<file path="src/rtl/smul_sequencer_pkg.sv">
// smul_sequencer_pkg: shared SMUL opcode, sequencer state encodings, step count and magnitude helper.
package smul_sequencer_pkg;
  localparam logic [5:0] SMUL = 6'h1c;
  localparam int SMUL_STEPS = 16;
  typedef enum logic [2:0] {
    SMUL_IDLE = 3'd0,
    SMUL_RUN  = 3'd1,
    SMUL_SIGN = 3'd2,
    SMUL_WRLO = 3'd3,
    SMUL_WRHI = 3'd4
  } smul_state_t;
  function automatic logic [15:0] abs16(input logic [15:0] v);
    return v[15] ? 16'(-v) : v;
  endfunction
endpackage

</file>
<file path="src/rtl/smul_sequencer_shift_add_core.sv">
// smul_shift_add_core: unsigned shift-add multiplier datapath with final two's-complement negation.
module smul_shift_add_core (
  input  logic        clk,
  input  logic        rst,
  input  logic        load,
  input  logic        step,
  input  logic        negate,
  input  logic [15:0] multiplicand,
  input  logic [15:0] multiplier,
  output logic [31:0] product
);
  logic [15:0] mcand;
  logic [15:0] acc;
  logic [15:0] mplier;
  logic [16:0] sum;
  // The low product half shares its register with the multiplier as it shifts out.
  assign sum = {1'b0, acc} + (mplier[0] ? {1'b0, mcand} : 17'd0);
  assign product = {acc, mplier};
  always_ff @(posedge clk) begin
    if (rst) begin
      mcand <= '0;
      acc <= '0;
      mplier <= '0;
    end else if (load) begin
      mcand <= multiplicand;
      acc <= '0;
      mplier <= multiplier;
    end else if (step) begin
      acc <= sum[16:1];
      mplier <= {sum[0], mplier[15:1]};
    end else if (negate) begin
      {acc, mplier} <= -{acc, mplier};
    end
  end
endmodule

</file>
<file path="src/rtl/smul_sequencer.sv">
// smul_sequencer: multi-cycle signed 16x16 multiply sequencer driving the RAM write port.
// Define SMUL_HIGH_WRITE_EN to also write the high product half to dest+1.
module smul_sequencer
  import smul_sequencer_pkg::*;
(
  input  logic        clk,
  input  logic        rst,
  input  logic        start,
  input  logic [15:0] operand_a,
  input  logic [15:0] operand_b,
  input  logic [7:0]  destination,
  output logic        stall,
  output logic        busy,
  output logic        write_enable,
  output logic [7:0]  write_address,
  output logic [15:0] write_data,
  output logic        done
);
  smul_state_t state, next_state;
  logic [3:0] count;
  logic neg;
  logic [7:0] dest;
  logic [31:0] product;
  logic load;
  assign load = (state == SMUL_IDLE) && start;
  smul_shift_add_core core (
    .clk(clk),
    .rst(rst),
    .load(load),
    .step(state == SMUL_RUN),
    .negate((state == SMUL_SIGN) && neg),
    .multiplicand(abs16(operand_a)),
    .multiplier(abs16(operand_b)),
    .product(product)
  );
  always_ff @(posedge clk) begin
    if (rst) begin
      state <= SMUL_IDLE;
      count <= '0;
      neg <= 1'b0;
      dest <= '0;
    end else begin
      state <= next_state;
      if (load) begin
        count <= '0;
        neg <= operand_a[15] ^ operand_b[15];
        dest <= destination;
      end else if (state == SMUL_RUN) begin
        count <= count + 4'd1;
      end
    end
  end
  always_comb begin
    next_state = state;
    case (state)
      SMUL_IDLE: next_state = start ? SMUL_RUN : SMUL_IDLE;
      SMUL_RUN:  next_state = (count == 4'(SMUL_STEPS - 1)) ? SMUL_SIGN : SMUL_RUN;
      SMUL_SIGN: next_state = SMUL_WRLO;
`ifdef SMUL_HIGH_WRITE_EN
      SMUL_WRLO: next_state = SMUL_WRHI;
`else
      SMUL_WRLO: next_state = SMUL_IDLE;
`endif
      SMUL_WRHI: next_state = SMUL_IDLE;
      default:   next_state = SMUL_IDLE;
    endcase
  end
  always_comb begin
    busy = state != SMUL_IDLE;
    stall = start | busy;
    write_enable = (state == SMUL_WRLO) || (state == SMUL_WRHI);
    write_address = (state == SMUL_WRLO) ? dest : (state == SMUL_WRHI) ? dest + 8'd1 : 8'd0;
    write_data = (state == SMUL_WRLO) ? product[15:0] : (state == SMUL_WRHI) ? product[31:16] : 16'd0;
`ifdef SMUL_HIGH_WRITE_EN
    done = state == SMUL_WRHI;
`else
    done = state == SMUL_WRLO;
`endif
  end
endmodule

</file>
<file path="config.mk">
export PLATFORM = sky130hd
export DESIGN_NAME = smul_sequencer
export DESIGN_NICKNAME = d
export VERILOG_FILES = /design/src/rtl/smul_sequencer_pkg.sv /design/src/rtl/smul_sequencer_shift_add_core.sv /design/src/rtl/smul_sequencer.sv
export SDC_FILE = /design/constraint.sdc
export NUM_CORES = 1
export LEC_CHECK = 0
export CAP_MARGIN = 20
export CELL_PAD_IN_SITES_DETAIL_PLACEMENT = 1
export CELL_PAD_IN_SITES_GLOBAL_PLACEMENT = 1
export CORE_ASPECT_RATIO = 0.9
export CORE_MARGIN = 2
export CORE_UTILIZATION = 44
export DETAILED_ROUTE_END_ITERATION = 8
export PLACE_DENSITY = 0.87
export SETUP_SLACK_MARGIN = 0.5
export SLEW_MARGIN = 20
export SYNTH_ARGS = -nofsm -noshare
export SYNTH_HDL_FRONTEND = slang
export SYNTH_SLANG_ARGS = --single-unit
export TNS_END_PERCENT = 5
</file>
<file path="constraint.sdc">
create_clock -name clk -period 6.4 [get_ports clk]
set_input_delay 1.28 -clock clk [delete_from_list [all_inputs] [get_ports clk]]
set_output_delay 1.28 -clock clk [all_outputs]
set_load 0.01 [all_outputs]
</file>
==> results_dict.tcl, run 1 <==
set metrics [dict create \
    status "complete, no violations" \
    rsz0062_at_grt "false" \
    numCtsBuffers 9 \
    synth_nets 685 \
    crit_top_cell "clkdlybuf4s50_1" \
    core_um2 10680 \
    hpwl_mm 10.80 \
    synth_edf_count 0 \
    power.density_nw_per_um2 222.5 \
    most-common-layout-cells "clkdlybuf4s50_1 (70), nand2_1 (68), dfxtp_1 (63)" \
    startpoint_type "input pin" \
    worst_pin_slew_ns 1.138 \
    clk_latency_ns 0.34 \
    synth_area_um2 4770 \
    cts-root-buf "clkbuf_16" \
    antenna_found_initial 0 \
    placed_area_um2 5478 \
    grt_pass1_wl_mm 25.29 \
    fin_crit_ns 3.869 \
    period_share_pct 60.46 \
    slowest_stage "clkdlybuf4s50_1" \
    seq_area_um2 1261 \
    multiInputGateArea_um2 3286 \
    report.final.slew_viol_count 0 \
    regToRegSetupSlack_ns 3.03 \
    async_reset_ff_share_pct 0 \
    setup_tns_ns 0 \
    yosysSeqAreaShare_pct 26.44 \
    endpoint_kind "output port" \
    hp-class "flop to flop" \
    setup_viol 0 \
    wirelength_mm 15.75 \
    whs_endpoint "dest[6]" \
    postCtsHoldBufs 0 \
    die_y_um 102.8 \
    nNetsFinal 725 \
    final_antenna_net_count 0 \
    seqPwrFrac_pct 35.7 \
    cts.sinks 63 \
    via_per_inst 6.121 \
    combPwrFrac_pct 20.1 \
    grt_max_degree 50 \
    rr_endpoint "core.acc[13]" \
    critical_path_class "input pin to output port" \
    path_clk_slew_ns 0.05 \
    ys_seq_elements 63 \
    required_ns 5.12 \
    power_frac_clock_pct 44.3 \
    post_cts_resized 0 \
    fp.dieArea_um2 11690 \
    p_leak_nw 2.373 \
    internal-power_mw 0.9217 \
    slowest_delay_ns 0.50 \
    worstHoldStart "dest[6]" \
    drtPass1Iterations 4 \
    clk_path_buf_depth 2 \
    fmax_mhz 258.4 \
    post-route-drc-count 0 \
    cts_tree "done" \
    syn_inst 621 \
    port-buffer-count 70 \
    yosys_warnings 0 \
    r2r_cells 9 \
    fin_area_um2 5818 \
    diodes 0 \
    vias 4891 \
    critPathArrivalTime_ns 2.59 \
    power.switching_mw 0.3729 \
    gp_congestion 0.9002 \
    final_common_cell "clkdlybuf4s50_1" \
    layout-drive-gt1-share_pct 4.505 \
    initial_core_util_pct 44.68 \
    synth_area_leaders "dfxtp_1 (26%), xor2_1 (5.9%), a21oi_1 (5.7%), xnor2_1 (5.5%), nand2_1 (5.4%)" \
    synth-main-ff-cell "dfxtp_1" \
    wl_per_cell_um 19.71 \
    worstHoldPathCells 2 \
    cts_max_level 3 \
    synth_top_area_share_pct 26.44 \
    cp_cell_sequence "clkdlybuf4s50_1 > or3_1 > clkdlybuf4s50_1" \
    ios 71 \
    worst-path-max-fanout 3 \
    vdd_drop_max_uv 170.1 \
    synth_cell_types 67 \
    synth_area_leader_cell "dfxtp_1" \
    first_iter_violations 212 \
    die_x_um 113.7 \
    utilization_pct 54.50 \
    grt_pass1_vias 5022 \
    fill_cells 1302 \
    grt_use_total_pct 27.32 \
    overflow 0 \
    finClkSkew_ns 0.004836 \
    syn_area_per_cell_um2 7.680 \
    final-hold-violation-count 0 \
    slew_headroom_pct 24.11 \
    rows 36 \
    r2r_start "core.mplier[0]" \
    cts_setup_buffers 0 \
    p_sw_share_pct 28.80 \
    layout-area-overhead-vs-synth_pct 21.98 \
    cap_violations 0 \
]
## state kept, by name, indices dropped and copies added (netlist names)
name / cells
core.acc: 16
core.mcand: 16
core.mplier: 16
dest: 8
count: 4
state: 2
neg: 1
## routing by layer
metal | wire [µm] | global-route usage [%] | vias to the layer above
li1 | - | - | 2335
met1 | 6967 | 33.79 | 2396
met2 | 7819 | 48.78 | 134
met3 | 683 | 4.997 | 26
met4 | 277 | 8.537 | 0
met5 | 0 | 0 | -
## cells in the mapped netlist, drive strengths merged, types with 8 or more instances
library cell	instances
o211ai	12
nand2	68
nor3	13
nor4	13
dfxtp	63
a211oi	24
clkbuf	32
nand4	9
and2	19
o21ai	25
nor2	55
ha	20
nand3	9
inv	9
xnor2	30
a21oi	54
xor2	32
o31ai	10
buf	13
and3	28
a21o	8
## how the worst max path moves through the flow
stage               startpoint     to  slack [ns]  cells past startpoint
floorplan                start  stall        3.48                      1
finish                   start  stall        2.53                      3
global route             start  stall        2.49                      3
CTS                      start  stall        2.53                      3
detailed placement       start  stall        2.53                      3
global placement         start  stall        2.54                      3
## cells by family (layout without fill, tap and decap cells)
kind of cell               Yosys count  after routing  share of synthesized area (%)
and+or+nand+nor                    241            241                          26.60
xor gates and xnor gates            62             62                          11.39
buffers and inverters               54             99                          4.722
adders and majority gates           21             21                          5.666
DFF                                 63             63                          26.44
muxes                                5              5                          1.076
AOI/OAI and AO/OA                  175            175                          24.11
## stage by stage
step,worst slack [ns],power (mW),cells,hold slack (ns)
global placement,2.544,0.7049,783,0.4396
CTS,2.531,1.298,799,0.4564
floorplan,3.483,0.6327,621,0.4273
detailed placement,2.529,0.7209,783,0.4469
finish,2.531,1.295,799,0.4552
global route,2.487,1.350,799,0.4798
## power by group through the flow
stage / Sequential (mW) / Clock, mW / Combinational [mW]
2_1_floorplan: 0.448 / 0 / 0.185
3_3_place_gp: 0.466 / 0 / 0.239
3_5_place_dp: 0.469 / 0 / 0.252
4_1_cts: 0.461 / 0.579 / 0.258
5_1_grt: 0.466 / 0.600 / 0.283
6_report: 0.462 / 0.573 / 0.260
## worst max-delay path, delay by kind of cell
kind | cells | cell delay, ns
and+or+nand+nor | 1 | 0.37
buffers and inverters | 2 | 0.94
## layout make-up
cell class,instances,share of cell area [%]
inverters,9,0.5806
repair buffers,74,12.56
well taps,133,2.860
flip-flops and latches,63,21.68
clock buffers,13,4.301
multi-input cells,504,56.47
clock inverters,3,1.548
Power figures use the tool's default switching activity.
==> run 2: changes to the inputs <==
Settings changed: CORE_UTILIZATION 44 to 37, PLACE_DENSITY 0.87 to 0.78.
Clock period 6.4 ns to 3.4 ns, I/O delays scaled along.
==> results_dict.tcl, run 2 (same netlist as run 1, synthesis figures left out) <==
set metrics [dict create \
    status "complete, no violations" \
    finalPower_mw 2.338 \
    finClkSkew_ns 0.006524 \
    cts_tree "done" \
    core_um2 12640 \
    fin_crit_ns 2.745 \
    period_share_pct 80.73 \
    initial_core_util_pct 37.74 \
    seq_area_um2 1261 \
    slowest_stage "a2111oi_1" \
    via_per_inst 5.647 \
    postCtsHoldBufs 0 \
    cts.sinks 63 \
    path_buf_inv 0 \
    p_leak_nw 2.399 \
    power.density_nw_per_um2 396.7 \
    gp_congestion 0.8998 \
    report.final.slew_viol_count 0 \
    hp-class "flop to flop" \
    final_common_cell "clkdlybuf4s50_1" \
    grtUsageMet3_pct 5.020 \
    setup_tns_ns 0 \
    layout-drive-gt1-share_pct 5.935 \
    path_delay_family "compound AO/OA/AOI/OAI gates" \
    grt_pass1_vias 4897 \
    cts_max_level 3 \
    cts-root-buf "clkbuf_16" \
    endpoint_kind "flop" \
    cap_violations 0 \
    required_ns 3.65 \
    vias 4732 \
    grt_use_total_pct 22.78 \
    clk_latency_ns 0.34 \
    rows 39 \
    slowest_delay_ns 0.54 \
    drtPass1Iterations 5 \
    first_iter_violations 261 \
    critPathArrivalTime_ns 3.00 \
    clk_path_buf_depth 2 \
    worst-path-max-fanout 3 \
    critical_path_class "flop to flop" \
    path_clk_slew_ns 0.06 \
    grtUsageMet2_pct 36.01 \
    grt_pass1_wl_mm 24.74 \
    ios 71 \
    overflow 0 \
    fill_cells 1548 \
    final_antenna_net_count 0 \
    post-route-drc-count 0 \
    setup_viol 0 \
    layout-area-overhead-vs-synth_pct 23.58 \
    multiInputGateArea_um2 3292 \
    cts_setup_buffers 0 \
    slew_headroom_pct 48.62 \
    die_y_um 111.7 \
    wirelength_mm 15.06 \
    final-hold-violation-count 0 \
    die_x_um 123.7 \
    wl_per_cell_um 17.97 \
    fp.dieArea_um2 13820 \
    worst_pin_slew_ns 0.7665 \
    rsz0062_at_grt "true" \
    numCtsBuffers 9 \
    gr-usage-met1_pct 30.52 \
    most-common-layout-cells "clkdlybuf4s50_1 (70), nand2_1 (68), dfxtp_1 (63)" \
    post_cts_resized 0 \
    antenna_found_initial 0 \
    vdd_drop_max_uv 326.7 \
    largest_registers "core.acc x16, core.mcand x16, core.mplier x16" \
    cp_cell_sequence "and2_1 > ha_1 > fa_1 > a211oi_2 > o21ai_0 > a2111oi_1 > o21bai_1 > xnor2_1 > a211oi_1" \
    grt_max_degree 48 \
    nNetsFinal 733 \
    startpoint_type "flop" \
    hpwl_mm 10.91 \
    fmax_mhz 364.3 \
    diodes 0 \
    busiest_layer "met2" \
    port-buffer-count 70 \
]
## run 2: changes by cell type in the layout (fill, tap and decap cells not counted), sizes merged
cell / previous run / this run
bufinv: 3 / 1
buf: 4 / 12
clkinvlp: 0 / 1
clkbuf: 13 / 14
## run 2: final cells by class
cell class | count | share of cell area [%]
well taps | 164 | 3.481
repair buffers | 82 | 13.42
flip-flops and latches | 63 | 21.40
multi-input cells | 504 | 55.85
inverters | 9 | 0.5731
clock buffers | 14 | 4.649
clock inverters | 2 | 0.6368
## run 2: metal layers
metal | vias to the layer above | routed length (µm)
met1 | 2250 | 7194
met5 | - | 0
met3 | 15 | 799
li1 | 2348 | -
met2 | 119 | 6862
met4 | 0 | 205
## run 2: where the power goes
group          switching (mW)  total, mW  internal, mW
Clock                   0.356      0.984         0.628
Sequential             0.0676      0.857         0.789
Combinational           0.284      0.498         0.214
## run 2: path summary, 6_finish.rpt
path / slack, ns / startpoint / cells after the start / to
worst max-delay path: 0.66 / core.mplier[0] / 9 / core.acc[13]
worst min-delay path: 0.45 / core.mcand[0] / 2 / core.mcand[0]
worst max register to register: 0.66 / core.mplier[0] / 9 / core.acc[13]
worst min register to register: 0.45 / core.mcand[0] / 2 / core.mcand[0]
## run 2: per-stage QoR
step	std cells	setup slack, ns	hold slack [ns]	utilization (%)	cell area [µm²]
finish	838	0.6551	0.4512	46.64	5894
global route	838	0.4338	0.4767	46.64	5894
CTS	838	0.6064	0.4552	46.59	5888
detailed placement	822	0.4572	0.4472	44.12	5577
global placement	822	0.6195	0.4396	44.12	5577
floorplan	621	0.6120	0.4273	-	4770
## run 2: worst register-to-register path, cell delays in order, from the launching register on
cell,delay (ns)
dfxtp_1,0.31
and2_1,0.16
ha_1,0.20
fa_1,0.44
a211oi_2,0.31
o21ai_0,0.21
a2111oi_1,0.54
o21bai_1,0.13
xnor2_1,0.14
a211oi_1,0.22
